## src/rtl/f1_pkg.sv

```systemverilog
// Shared types and constants for the F1 start-light controller.
// States, LFSR seed and light patterns live here.
package f1_pkg;
  typedef enum logic [1:0] {
    IDLE,
    FILL,
    HOLD,
    REACT
  } state_e;

  localparam int LFSR_W = 7;
  localparam logic [LFSR_W-1:0] LFSR_SEED = 7'h01;

  localparam logic [7:0] LIGHTS_ALL = 8'hFF;
  localparam logic [7:0] LIGHTS_OFF = 8'h00;
endpackage

```

## src/rtl/f1_start_sequencer_if.sv

```systemverilog
// Bundle between the start sequencer, the light stage and the driver.
// slave is the sequencer side, master is the environment side.
interface f1_start_sequencer_if
  import f1_pkg::*;
#(
  parameter int RT_W = 16
);
  logic              start;
  logic              react;
  logic [7:0]        lights;
  logic              step_en;
  logic              busy;
  logic [RT_W-1:0]   rt_ms;
  logic              rt_valid;
  logic              false_start;
  logic [LFSR_W-1:0] lfsr_q;

  modport master (
    output start, react, lights,
    input  step_en, busy, rt_ms, rt_valid,
    input  false_start, lfsr_q
  );

  modport slave (
    input  start, react, lights,
    output step_en, busy, rt_ms, rt_valid,
    output false_start, lfsr_q
  );
endinterface

```

## src/rtl/f1_lfsr7.sv

```systemverilog
// Free-running 7-bit Fibonacci LFSR, taps 7 and 6.
// Maximal length, so the all-zero state is never reached.
module f1_lfsr7
  import f1_pkg::*;
(
  input  logic              clk,
  input  logic              rst,
  output logic [LFSR_W-1:0] q
);
  always_ff @(posedge clk or posedge rst) begin
    if (rst) begin
      q <= LFSR_SEED;
    end else begin
      q <= {q[LFSR_W-2:0], q[6] ^ q[5]};
    end
  end
endmodule

```

## src/rtl/f1_start_sequencer.sv

```systemverilog
// Steps the start lights, holds a random time, turns them out
// and measures the driver's reaction time in ms.
module f1_start_sequencer
  import f1_pkg::*;
#(
  parameter int TICK_DIV    = 1000,
  parameter int STEP_MS     = 500,
  parameter int MIN_HOLD_MS = 200,
  parameter int RT_W        = 16
)(
  input  logic clk,
  input  logic rst,
  f1_start_sequencer_if.slave io
);
  localparam int PW = $clog2(TICK_DIV);
  localparam int SW = $clog2(STEP_MS + 1);
  localparam int HW = $clog2(MIN_HOLD_MS + 128);

  localparam logic [PW-1:0] PRESC_MAX = PW'(TICK_DIV - 1);
  localparam logic [SW-1:0] STEP_MAX  = SW'(STEP_MS - 1);
  localparam logic [HW-1:0] HOLD_BASE = HW'(MIN_HOLD_MS);
  localparam logic [RT_W-1:0] RT_MAX  = '1;
  localparam logic [RT_W-1:0] RT_PRE  =
    {{(RT_W-1){1'b1}}, 1'b0};

  state_e state_q, state_d;

  logic [PW-1:0]     presc_q, presc_d;
  logic [SW-1:0]     step_cnt_q, step_cnt_d;
  logic [HW-1:0]     hold_cnt_q, hold_cnt_d;
  logic [RT_W-1:0]   rt_cnt_q, rt_cnt_d;
  logic [RT_W-1:0]   rt_ms_q, rt_ms_d;
  logic              step_en_q, step_en_d;
  logic              rt_valid_q, rt_valid_d;
  logic              fs_q, fs_d;
  logic              react_q;
  logic [LFSR_W-1:0] lfsr;

  logic react_rise;
  logic ms_tick;
  logic lights_full;
  logic rt_sat;

  f1_lfsr7 u_lfsr (
    .clk (clk),
    .rst (rst),
    .q   (lfsr)
  );

  assign react_rise  = io.react & ~react_q;
  assign ms_tick     = (state_q != IDLE) &&
                       (presc_q == PRESC_MAX);
  assign lights_full = (io.lights == LIGHTS_ALL);
  assign rt_sat      = ms_tick && (rt_cnt_q == RT_PRE);

  always_comb begin
    state_d    = state_q;
    step_cnt_d = step_cnt_q;
    hold_cnt_d = hold_cnt_q;
    rt_cnt_d   = rt_cnt_q;
    rt_ms_d    = rt_ms_q;
    step_en_d  = 1'b0;
    rt_valid_d = 1'b0;
    fs_d       = fs_q;
    unique case (state_q)
      IDLE: begin
        if (io.start) begin
          state_d    = FILL;
          fs_d       = 1'b0;
          step_cnt_d = '0;
        end
      end
      FILL: begin
        // a false start outranks both stepping and the hold entry
        if (react_rise) begin
          fs_d    = 1'b1;
          state_d = IDLE;
        end else if (lights_full) begin
          state_d    = HOLD;
          hold_cnt_d = HOLD_BASE + HW'(lfsr);
        end else if (ms_tick) begin
          if (step_cnt_q == STEP_MAX) begin
            step_cnt_d = '0;
            step_en_d  = 1'b1;
          end else begin
            step_cnt_d = step_cnt_q + SW'(1);
          end
        end
      end
      HOLD: begin
        if (react_rise) begin
          fs_d    = 1'b1;
          state_d = IDLE;
        end else if (ms_tick) begin
          if (hold_cnt_q == HW'(1)) begin
            step_en_d = 1'b1;
            state_d   = REACT;
            rt_cnt_d  = '0;
          end else begin
            hold_cnt_d = hold_cnt_q - HW'(1);
          end
        end
      end
      REACT: begin
        if (rt_sat || react_rise) begin
          rt_ms_d    = rt_sat ? RT_MAX : rt_cnt_q;
          rt_valid_d = 1'b1;
          state_d    = IDLE;
        end else if (ms_tick) begin
          rt_cnt_d = rt_cnt_q + RT_W'(1);
        end
      end
      default: state_d = IDLE;
    endcase

    // the ms grid restarts on every state entry
    if ((state_d != state_q) || (state_q == IDLE) ||
        ms_tick) begin
      presc_d = '0;
    end else begin
      presc_d = presc_q + PW'(1);
    end
  end

  always_ff @(posedge clk or posedge rst) begin
    if (rst) begin
      state_q    <= IDLE;
      presc_q    <= '0;
      step_cnt_q <= '0;
      hold_cnt_q <= '0;
      rt_cnt_q   <= '0;
      rt_ms_q    <= '0;
      step_en_q  <= 1'b0;
      rt_valid_q <= 1'b0;
      fs_q       <= 1'b0;
      react_q    <= 1'b0;
    end else begin
      state_q    <= state_d;
      presc_q    <= presc_d;
      step_cnt_q <= step_cnt_d;
      hold_cnt_q <= hold_cnt_d;
      rt_cnt_q   <= rt_cnt_d;
      rt_ms_q    <= rt_ms_d;
      step_en_q  <= step_en_d;
      rt_valid_q <= rt_valid_d;
      fs_q       <= fs_d;
      react_q    <= io.react;
    end
  end

  assign io.step_en     = step_en_q;
  assign io.busy        = (state_q != IDLE);
  assign io.rt_ms       = rt_ms_q;
  assign io.rt_valid    = rt_valid_q;
  assign io.false_start = fs_q;
  assign io.lfsr_q      = lfsr;
endmodule

```

## src/flat_wrapper.sv

```systemverilog
// flat-port wrapper written by rule: the top's interface ports become plain ports
module f1_start_sequencer_flat import f1_pkg::*;
#(
  parameter int TICK_DIV    = 1000,
  parameter int STEP_MS     = 500,
  parameter int MIN_HOLD_MS = 200,
  parameter int RT_W        = 16
)
  (clk, rst, io_start, io_react, io_lights, io_step_en, io_busy, io_rt_ms, io_rt_valid, io_false_start, io_lfsr_q);
  f1_start_sequencer_if #(.RT_W(RT_W)) io_i ();
  input  logic clk;
  input  logic rst;
  input wire logic [$bits(io_i.start)-1:0] io_start;
  input wire logic [$bits(io_i.react)-1:0] io_react;
  input wire logic [$bits(io_i.lights)-1:0] io_lights;
  output wire logic [$bits(io_i.step_en)-1:0] io_step_en;
  output wire logic [$bits(io_i.busy)-1:0] io_busy;
  output wire logic [$bits(io_i.rt_ms)-1:0] io_rt_ms;
  output wire logic [$bits(io_i.rt_valid)-1:0] io_rt_valid;
  output wire logic [$bits(io_i.false_start)-1:0] io_false_start;
  output wire logic [$bits(io_i.lfsr_q)-1:0] io_lfsr_q;
  assign io_i.start = io_start;
  assign io_i.react = io_react;
  assign io_i.lights = io_lights;
  assign io_step_en = io_i.step_en;
  assign io_busy = io_i.busy;
  assign io_rt_ms = io_i.rt_ms;
  assign io_rt_valid = io_i.rt_valid;
  assign io_false_start = io_i.false_start;
  assign io_lfsr_q = io_i.lfsr_q;
  f1_start_sequencer #(.TICK_DIV(TICK_DIV), .STEP_MS(STEP_MS), .MIN_HOLD_MS(MIN_HOLD_MS), .RT_W(RT_W)) u_core (.clk(clk), .rst(rst), .io(io_i));
endmodule
```

## config.mk

```make
export PLATFORM = sky130hd
export DESIGN_NAME = f1_start_sequencer_flat
export DESIGN_NICKNAME = d
export VERILOG_FILES = /design/src/rtl/f1_pkg.sv /design/src/rtl/f1_start_sequencer_if.sv /design/src/rtl/f1_lfsr7.sv /design/src/rtl/f1_start_sequencer.sv /design/src/flat_wrapper.sv
export SDC_FILE = /design/constraint.sdc
export NUM_CORES = 1
export LEC_CHECK = 0
export CAP_MARGIN = 30
export CORE_UTILIZATION = 62
export CTS_CLUSTER_DIAMETER = 40
export DETAILED_ROUTE_END_ITERATION = 12
export MAX_ROUTING_LAYER = met4
export PLACE_DENSITY = 0.89
export SYNTH_ARGS = -nofsm -noshare
export SYNTH_HDL_FRONTEND = slang
export SYNTH_HIERARCHICAL = 1
export SYNTH_SLANG_ARGS = --single-unit
```

## constraint.sdc

```tcl
create_clock -name clk -period 4.6 [get_ports clk]
set_input_delay 0.92 -clock clk [delete_from_list [all_inputs] [get_ports clk]]
set_output_delay 0.92 -clock clk [all_outputs]
set_load 0.005 [all_outputs]
```

==> results.py <==
metrics = {
    "placement": {
        "pre_cts_ws_ns": 1.36,
        "place_congestion": 0.863,
        "port-buffer-count": 38,
        "dp_hpwl_um": 6160,
        "placed_cells": 502,
    },
    "final_layout": {
        "finish.net_count": 462,
        "finalCoreUtilization": 0.763,
        "drive_above_1_share": 0.111,
        "areaGrowthSynthToFinish_pct": 16.0,
        "antenna_cells": 0,
        "regArea_um2": 1830,
        "multi_input_area_um2": 1970,
        "layout.cells.non_filler": 518,
        "fillers": 411,
    },
    "power": {
        "p_per_area_nw_per_um2": 356,
        "leakagePower_nw": 1.87,
        "seq_power_share": 0.461,
        "p_comb_frac": 0.238,
        "vdd_drop_max_uv": 274,
        "p_switching_w": 0.000543,
        "power_frac_clock": 0.301,
        "p_total_w": 0.00164,
        "p_int_w": 0.00109,
        "switching_share": 0.332,
    },
    "critical_path": {
        "worstPathArrival_ns": 3.47,
        "worstPathRequired_ns": 4.82,
        "criticalPathCategory": "flip-flop to flip-flop",
        "worstPathCellList": "inv_1, ha_1, or2_1, nor3_4, a21oi_1, nand2b_1, inv_6, mux2_2",
        "slowest_stage": "dfrtp_1",
        "cp_max_fo": 14,
        "cp_top_family": "simple AND/OR/NAND/NOR gates",
        "setup.worst_path.start_class": "flip-flop",
        "crit_path_end_kind": "flip-flop",
        "cp_num_buf_inv": 2,
        "slowest_delay_ns": 0.62,
    },
    "cts": {
        "htreeDepth": 3,
        "postCtsHoldBufs": 0,
        "cts_root_buf": "clkbuf_8",
        "clock_sinks": 73,
        "numCtsBuffers": 9,
        "cts_setup_buffers": 0,
        "insertion_delay_ns": 0.35,
        "clk_pin_slew_ns": 0.07,
        "clockBufferDepth": 2,
        "cts_resized": 0,
        "cts_tree": "built",
    },
    "synthesis": {
        "syn_nets": 425,
        "synthTopCellsByCount": "72 x dfrtp_1, 35 x nand2_1, 29 x a21oi_1",
        "synthCells": 401,
        "synth-edff-count": 0,
        "ys_seq_elements": 73,
        "yosys_warnings": 6,
        "yosysTopAreaCell": "dfrtp_1",
        "synthDistinctLibCells": 66,
        "yosysSeqAreaShare": 0.461,
        "yosysTopAreaCellShare": 0.455,
        "synthArstFlopShare": 1.00,
        "yosysMostFrequentCell": "dfrtp_1",
        "synth.cell_area_um2": 3960,
        "syn_avg_cell_area_um2": 9.88,
        "synth_top_flop_cell": "dfrtp_1",
        "synth.area.top_cells": "dfrtp_1 45%, ha_1 3.8%, mux2_2 3.7%",
    },
    "detailed_routing": {
        "drt_iter0_drc": 292,
        "drt-total-wl_um": 8830,
        "first_pass_iters": 4,
        "antenna_left": 0,
        "drc_errors": 0,
        "routed_via_density": 6.45,
        "vias": 3339,
        "wire_per_inst_um": 17.0,
    },
    "grt": {
        "grt_pass1_wl_um": 14600,
        "grt_usage": 0.301,
        "grt_overflow": 0,
        "grt_pass1_vias": 3172,
        "grt_max_degree": 41,
        "antenna_found_initial": 0,
    },
    "timing": {
        "hold_viol": 0,
        "setup_viol": 0,
        "finClkSkew_ns": 0.0113,
        "period_needed_ns": 3.25,
        "rsz0062_at_grt": "false",
        "post-route-period-util": 0.706,
        "fmax_mhz": 308,
        "slew_violations": 0,
        "fin_setup_tns_ns": 0,
        "worst_pin_slew_ns": 0.971,
        "worst_slack_ns": 1.35,
        "relSlewSlack": 0.351,
    },
    "floorplanning": {
        "initial_core_util": 0.658,
        "row_count": 28,
        "boundaryPins": 39,
        "die-area_um2": 6710,
        "die_h_um": 81.9,
        "dieWidth_um": 81.9,
        "core_area_um2": 6030,
    },
    "status": {
        "outcome": "complete, no violations",
    },
    "min_path": {
        "hp-class": "flip-flop to flip-flop",
    },
    "run": {
        "cap_viol_max_count": 0,
    },
}
flip-flops by register name (all words and copies together) (netlist names):
register               flops
u_core/presc_q            10
u_core/hold_cnt_q          9
u_core/io.step_en          1
u_core/io.rt_valid         1
u_core/io.false_start      1
u_core/step_cnt_q          9
u_core/io.rt_ms           16
u_core/rt_cnt_q           16
u_core/react_q             1
u_core/u_lfsr/q            7
u_core/state_q             2
path summary, 6_finish.rpt:
check,slack (ns),depth (start not counted),from,endpoint
worst min register to register,0.40,0,u_core/u_lfsr/q[2]$_DFF_PP0_,u_core/u_lfsr/q[3]$_DFF_PP0_
worst max-delay path,1.35,8,u_core/state_q[1]$_DFF_PP0_,u_core/io.rt_ms[6]$_DFFE_PP0P_
worst min-delay path,0.40,0,u_core/u_lfsr/q[2]$_DFF_PP0_,u_core/u_lfsr/q[3]$_DFF_PP0_
min in group asynchronous,0.83,2,rst,u_core/step_cnt_q[4]$_DFFE_PP0P_
max in group asynchronous,3.25,3,rst,u_core/presc_q[5]$_DFF_PP0_
worst max register to register,1.35,8,u_core/state_q[1]$_DFF_PP0_,u_core/io.rt_ms[6]$_DFFE_PP0P_
area by class of cell:
| class | instances | area share |
|---|---|---|
| clock buffers | 13 | 0.0389 |
| well taps | 75 | 0.0204 |
| repair buffers | 40 | 0.0888 |
| multi-input cells | 291 | 0.430 |
| flip-flops and latches | 73 | 0.398 |
| inverters | 23 | 0.0199 |
| clock inverters | 3 | 0.00463 |
kinds of logic after synthesis:
logic type               count (synthesis)  synth area share
AND/OR/NAND/NOR                        136             0.196
AO/OA/AOI/OAI                          114             0.191
flip-flops                              73             0.461
buffers and inverters                   37            0.0404
multiplexers                            17            0.0470
XOR/XNOR                                12            0.0265
adder cells (fa/ha/maj)                 12            0.0379
stage by stage:
step | hold WS [ns] | instance area (um^2)
after floorplan | 0.391 | 3960
after global placement | 0.381 | 4380
after detailed placement | 0.382 | 4400
after CTS | 0.403 | 4600
after global routing | 0.426 | 4600
final | 0.400 | 4600
metal layers:
layer	up-vias	track usage	wire (um)
li1	1565	-	-
met1	1656	0.380	3940
met2	93	0.479	4360
met3	25	0.0633	343
met4	0	0.109	187
met5	-	-	0
cell usage in the layout, fill, tap and decap left out, types with 3 or more instances in the layout:
master / n
xor2_1: 7
nor3_1: 8
or3_1: 15
nand2_1: 35
nand2b_1: 9
o221ai_1: 3
clkdlybuf4s50_1: 38
o211ai_1: 6
nand3_1: 18
a31oi_1: 6
o21ai_0: 28
xnor2_1: 5
inv_1: 21
ha_1: 12
a2bb2oi_1: 3
mux2i_1: 4
o2111ai_1: 3
a21oi_1: 29
dfrtp_1: 72
nand4_1: 10
nor4_1: 4
or2_2: 3
nor2_1: 12
o31ai_1: 4
mux2_2: 13
a211oi_1: 13
clkbuf_8: 13
power groups by stage:
stage	clock, W	sequential, W	combinational [W]
3_3_place_gp	0	0.000762	0.000365
2_1_floorplan	0	0.000748	0.000289
5_1_grt	0.000532	0.000761	0.000428
6_report	0.000493	0.000756	0.000389
3_5_place_dp	0	0.000765	0.000380
4_1_cts	0.000507	0.000754	0.000387
Power figures use the tool's default switching activity.
